## config.mk

```make
export PLATFORM = sky130hd
export DESIGN_NAME = serial_subtractor
export DESIGN_NICKNAME = d
export VERILOG_FILES = /design/src/rtl/serial_subtractor.sv
export SDC_FILE = /design/constraint.sdc
export NUM_CORES = 1
export LEC_CHECK = 0
export CORE_UTILIZATION = 50
export DETAILED_ROUTE_END_ITERATION = 8
export PLACE_DENSITY_LB_ADDON = 0.2
export SLEW_MARGIN = 20
export SYNTH_ARGS = -nofsm -noshare
export SYNTH_HDL_FRONTEND = slang
export SYNTH_SLANG_ARGS = --single-unit
```

## constraint.sdc

```tcl
create_clock -name clk -period 1.3 [get_ports clk]
set_input_delay 0.26 -clock clk [delete_from_list [all_inputs] [get_ports clk]]
set_output_delay 0.26 -clock clk [all_outputs]
set_load 0.01 [all_outputs]
```

## src/rtl/serial_subtractor.sv

```systemverilog
// Bit-serial LSB-first subtractor: one full-subtractor cell reused each cycle.
// A start/busy/done handshake frames each WIDTH-bit operation.
module serial_subtractor #(
    parameter int WIDTH = 8
) (
    input  logic             clk,
    input  logic             rst,
    input  logic             start,
    input  logic [WIDTH-1:0] a,
    input  logic [WIDTH-1:0] b,
    output logic             busy,
    output logic             done,
    output logic [WIDTH-1:0] diff,
    output logic             borrow_out,
    output logic             dbit,
    output logic             dbit_valid
);

    localparam int CW = $clog2(WIDTH);

    localparam logic [1:0] IDLE = 2'd0;
    localparam logic [1:0] RUN  = 2'd1;
    localparam logic [1:0] DONE = 2'd2;

    logic [1:0]       state;
    logic [WIDTH-1:0] a_sh;
    logic [WIDTH-1:0] b_sh;
    logic [WIDTH-1:0] res;
    logic             brw;
    logic [CW-1:0]    cnt;

    logic x;
    logic y;
    logic d;
    logic bout;
    logic last;

    assign x    = a_sh[0];
    assign y    = b_sh[0];
    assign d    = x ^ y ^ brw;
    assign bout = (~x & y) | (~(x ^ y) & brw);
    assign last = (cnt == CW'(WIDTH - 1));

    assign busy       = (state == RUN);
    assign done       = (state == DONE);
    assign dbit_valid = busy;
    assign dbit       = busy & d;

    always_ff @(posedge clk) begin
        if (rst) begin
            state      <= IDLE;
            a_sh       <= '0;
            b_sh       <= '0;
            res        <= '0;
            brw        <= 1'b0;
            cnt        <= '0;
            diff       <= '0;
            borrow_out <= 1'b0;
        end else begin
            unique case (state)
                IDLE, DONE: begin
                    // DONE accepts start too, so back-to-back ops need no idle gap
                    if (start) begin
                        a_sh  <= a;
                        b_sh  <= b;
                        brw   <= 1'b0;
                        cnt   <= '0;
                        state <= RUN;
                    end else begin
                        state <= IDLE;
                    end
                end
                RUN: begin
                    a_sh <= a_sh >> 1;
                    b_sh <= b_sh >> 1;
                    res  <= {d, res[WIDTH-1:1]};
                    brw  <= bout;
                    cnt  <= cnt + 1'b1;
                    if (last) begin
                        diff       <= {d, res[WIDTH-1:1]};
                        borrow_out <= bout;
                        state      <= DONE;
                    end
                end
                default: state <= IDLE;
            endcase
        end
    end

endmodule

```

# [Word level (Yosys, flattened, before mapping)]
# Index checks and enable logic that the tools add are counted.
[op_classes] n_addsub=1 eq_ne=5 muxes=11 n_bitwise=8 n_reduce_logical=5
[ops] operator="case mux 8 bit (2 select lines)" n=2
[ops] operator="2-to-1 mux 8 bit" n=2
[ops] operator="case mux 3 bit (2 select lines)" n=1
[ops] operator="case mux 2 bit (2 select lines)" n=1
[ops] operator="AND reduction 2 bit" n=2
[ops] operator="adder 3 x 1 -> 3 bit, second input constant" n=1
[ops] operator="AND 1 bit" n=3
[ops] operator="== test 3 bit, second input constant" n=1
[ops] operator="2-to-1 mux 3 bit" n=1
[ops] operator="== test 2 x 1 -> 1 bit, second input constant" n=1
[ops] operator="== test 2 bit, second input constant" n=1
[ops] operator="logical NOT 2 bit" n=1
[ops] operator="2-to-1 mux 1 bit" n=2
[ops] operator="2-to-1 mux 2 bit" n=1
[ops] operator="!= test 2 x 1 -> 1 bit, second input constant" n=1
[ops] operator="!= test 2 bit, second input constant" n=1
[ops] operator="inverter 1 bit" n=2
[ops] operator="case mux 1 bit (2 select lines)" n=1
[ops] operator="nonzero test 2 bit" n=1
[ops] operator="OR reduction 2 bit" n=1
[ops] operator="bitwise XOR 1 bit" n=2
[ops] operator="bitwise OR 1 bit" n=1
[totals] reg_bits=39 input_bits=19 output_inout_bits=13 wordCells=38

# [Logic depth before layout (Yosys ltp)]
[depth] ltp_word=5 depth_mapped=6 ltp_nobuf=5

# [Worst setup path after synthesis]
# No wires, ideal clock.
[synth_path] kind="reg-to-output" start="reg b_sh[0]" end="out dbit" t_arrival_ps=1008 required_ps=1040 path_slack_ps=32 path_stages_with_launch=5 path_buffers=0 path_cell_list="dfxtp_1 -> inv_1 -> fa_1 -> nand2_1 -> inv_1"
[synth_via] elab_chain_len=3
[synth_lines] item="from (decl)" line_no="27" text="logic [WIDTH-1:0] b_sh;"
[synth_lines] item="from (signal assigned)" line_no="75" text="b_sh <= b_sh >> 1;"
[synth_lines] item="bitwise XOR 1 bit (2 in a row)" line_no="40" text="assign d = x ^ y ^ brw;"
[synth_lines] item="net d" line_no="34" text="logic d;"
[synth_lines] item="AND 1 bit" line_no="47" text="assign dbit = busy & d;"
[synth_lines] item="to (decl)" line_no="15" text="output logic dbit,"
# The timed path passes the listed nets, and every way through them passes these cells.

# [Final worst setup path]
# Same ends and word-level chain as after synthesis.

==> impl_results.md <==
* Post-synthesis sequential area ratio at about half
* WP data arrival at between 1500 and 2000 ps
* Top-area cell type share of the netlist area at approximately half
* Synth warnings at 0
* Final WS setup at -471 ps
* Core area at about 3000 sq um
* Number of buffers added on ports at 31
* Initial core utilization at a little over half
* Int Pwr at about 0.0017 W
* Antenna violations before repair at 0
* Root buf cell: clkbuf_4
* Setup Crit Path Kind: register to primary output
* DPL Wire Length at 2.11 mm
* Worst path max stage delay at between 500 and 600 ps
* Bufs on Longest Clock Path at 2
* CTS tree: built
* Leak pwr at around 0.8 nW
* Worst slew pin tran at between 200 and 300 ps
* Final WL at 3.07 mm
* Gr usage total at a little over a fifth
* First-pass GRT wire length at ~5.5 mm
* Io pins at 32
* Hold WC Path Type: register to register
* Post-Syn Instances at 191
* Final Critical Period at around 1800 ps
* Die height at roughly 58 um
* Syn nets at 213
* Rel. slew slack at 80.2%
* Distinct cells, synth at 21
* Failing checks: negative setup slack
* Syn Std Cell Area at around 1600 sq um
* # rows at 20
* Number of global-route vias before repair at 1297
* GRT met3 Usage at ~6.5%
* Yosys top cell by area: dfxtp_1
* Clk slew on worst S/H paths at approximately 110 ps
* Clk pwr share at between 20% and 30%
* Congestion Overflow GR at 0
* Met1 layer usage reported by global route at 24.5%
* Nets at 250
* Worst path cell trace: inv_2 -> fa_1 -> nand2_1 -> inv_1 -> buf_2
* Placed Cells at 260
* Busiest grt layer: met2
* Switching Share at between 20% and 30%
* RSZ-0062 raised after global routing: yes
* Hold buffers post-CTS at 0
* CP Launch Type: register
* DR vias/cell at approximately 5.2
* Worst Setup End Kind: primary output
* Cell Pwr Density at 1090 nW/um^2
* Clk_skew at approximately 9.1 ps
* Gp weighted congestion at 0.718
* CP Max Fanout at 2
* Final Setup Violations at 5
* 1st-iter DRT viols at 34
* Place WS at -530 ps
* CTS Sinks at 38
* Max_cap viols at 0
* Synth top area cells: dfxtp_1 48%, nand2_1 13%, a311oi_1 7.8%, a21oi_1 6.7%, nand3_1 4.4%
* FMAX at 0.565 GHz
* Wire per inst at 11.2 um
* Antenna Cells at 0
* Clock Latency Late Sink at 350 ps
* DR vias at between 1000 and 1500
* Final Max Tran Viols at 0
* WP buf/inv at 3
* Crit-path slowest cell: fa_1
* Switch Pwr at between 0.0005 and 0.0006 W
* #FFs+latches synth at 38
* Part of the cycle the worst path needs at 136%
* TritonCTS Buffers at 5
* H-tree levels at 2
* Top cell family by delay on the critical path: adder cells
* Fin cells at 273
* Routed Antenna Nets at 0
* Largest net degree at the start of global routing at 43
* Gate power share at approximately 16%
* Sequential cell fraction of total power at between 50% and 60%
* Drt first pass iters at 4
* GR Layer Usage met2 at between 30% and 40%
* DRC at 0
* Status: complete, but fails checks
* Worst VDD drop at between 500 and 600 uV
* Die area at between 3000 and 4000 sq um
* Area Overhead vs Synth at 30.7%
* Mean Syn Cell Area at 8.25 sq um
* Fin. Hold Viols at 0
* Share of cells above drive strength 1 at a little under 20%
* Die Wd at 58.1 um
* Req. time, crit path at around 1000 ps
-- flip-flops by register name (all words and copies together), names as in the netlist --
register	count
a_sh	8
b_sh	8
borrow_out	1
brw	1
cnt	3
diff	8
res	7
state	2
-- stage by stage --
| stage | total power [W] | TNS [ps] | utilization, % | instance area, sq um | hold WS, ps |
|---|---|---|---|---|---|
| 2_1_floorplan | 0.00149 | 0 | - | 1580 | 396 |
| 3_3_place_gp | 0.00159 | -3570 | 63.5 | 1920 | 443 |
| 3_5_place_dp | 0.00160 | -4030 | 63.5 | 1920 | 447 |
| 4_1_cts | 0.00226 | -942 | 67.4 | 2040 | 460 |
| 5_1_grt | 0.00236 | -884 | 68.0 | 2060 | 477 |
| 6_report | 0.00225 | -598 | 68.0 | 2060 | 456 |
-- per-layer routing --
| layer | vias to the layer above | routed length [um] |
|---|---|---|
| met5 | - | 0 |
| met3 | 6 | 152 |
| met1 | 651 | 1350 |
| met4 | 0 | 39 |
| li1 | 716 | - |
| met2 | 35 | 1520 |
-- final cells by class --
class	count	area (sq um)
Timing Repair Buffer	47	444
Clock buffer	7	55.1
Tap cell	44	55.1
Multi-Input combinational cell	132	711
Clock inverter	1	5.00
Sequential cell	38	768
Inverter	4	20.0
Fill cell	260	970
-- final timing paths --
kind	end	slack (ps)	start	depth (start not counted)
worst min-delay path	diff[1]$_SDFFE_PP0P_	460	diff[1]$_SDFFE_PP0P_	2
worst max-delay path	dbit	-470	b_sh[0]$_SDFFE_PP0P_	5
worst min register to register	diff[1]$_SDFFE_PP0P_	460	diff[1]$_SDFFE_PP0P_	2
worst max register to register	res[7]$_SDFFE_PP0P_	-110	b_sh[0]$_SDFFE_PP0P_	6
-- cell usage in the layout, fill, tap and decap left out, types with 3 or more instances in the layout --
master,instances
clkbuf_4,5
dlygate4sd2_1,8
buf_6,7
nand2b_1,3
dfxtp_2,6
dfxtp_1,32
clkdlybuf4s50_1,18
buf_4,10
nor2_1,16
a21oi_1,20
nand2_1,54
a311oi_2,3
nand3_1,14
a311oi_1,12
-- Yosys cell counts (all sizes together) --
library cell  instances
nand3b                1
a21oi                22
o21a                  1
buf                  14
fa                    1
dfxtp                38
nand2b                4
nor2b                 2
clkinv                1
nand3                14
ha                    2
nor2                 16
inv                   3
clkbuf                3
a311oi               15
nand2                54
-- cells by family (layout without fill, tap and decap cells) --
kind of cell	after synthesis	in the layout	synth area share, %
flip-flops	38	38	48.3
AO/OA/AOI/OAI	38	38	16.4
buffers and inverters	21	59	8.42
adder cells (fa/ha/maj)	3	3	2.86
AND/OR/NAND/NOR	91	91	24.0
-- power by group through the flow --
stage,Combinational [W],Clock (W),Sequential [W]
final,0.000355,0.000641,0.00126
after CTS,0.000353,0.000651,0.00126
after detailed placement,0.000324,0,0.00128
after global placement,0.000312,0,0.00127
after floorplan,0.000216,0,0.00127
after global routing,0.000394,0.000705,0.00126
-- worst register-to-register path: cells and delay by family (launching register included) --
family / cells / cell delay, ps
buf+inv: 3 / 290
compound gates: 1 / 110
simple gates: 1 / 70
flops: 1 / 350
fa+ha+maj: 1 / 530
-- timing repair --
action,in CTS,in global routing
buffers inserted,7,1
gates resized for setup,36,11
endpoints found under the setup margin,39,28
pin swaps,3,3
Power figures use the tool's default switching activity.
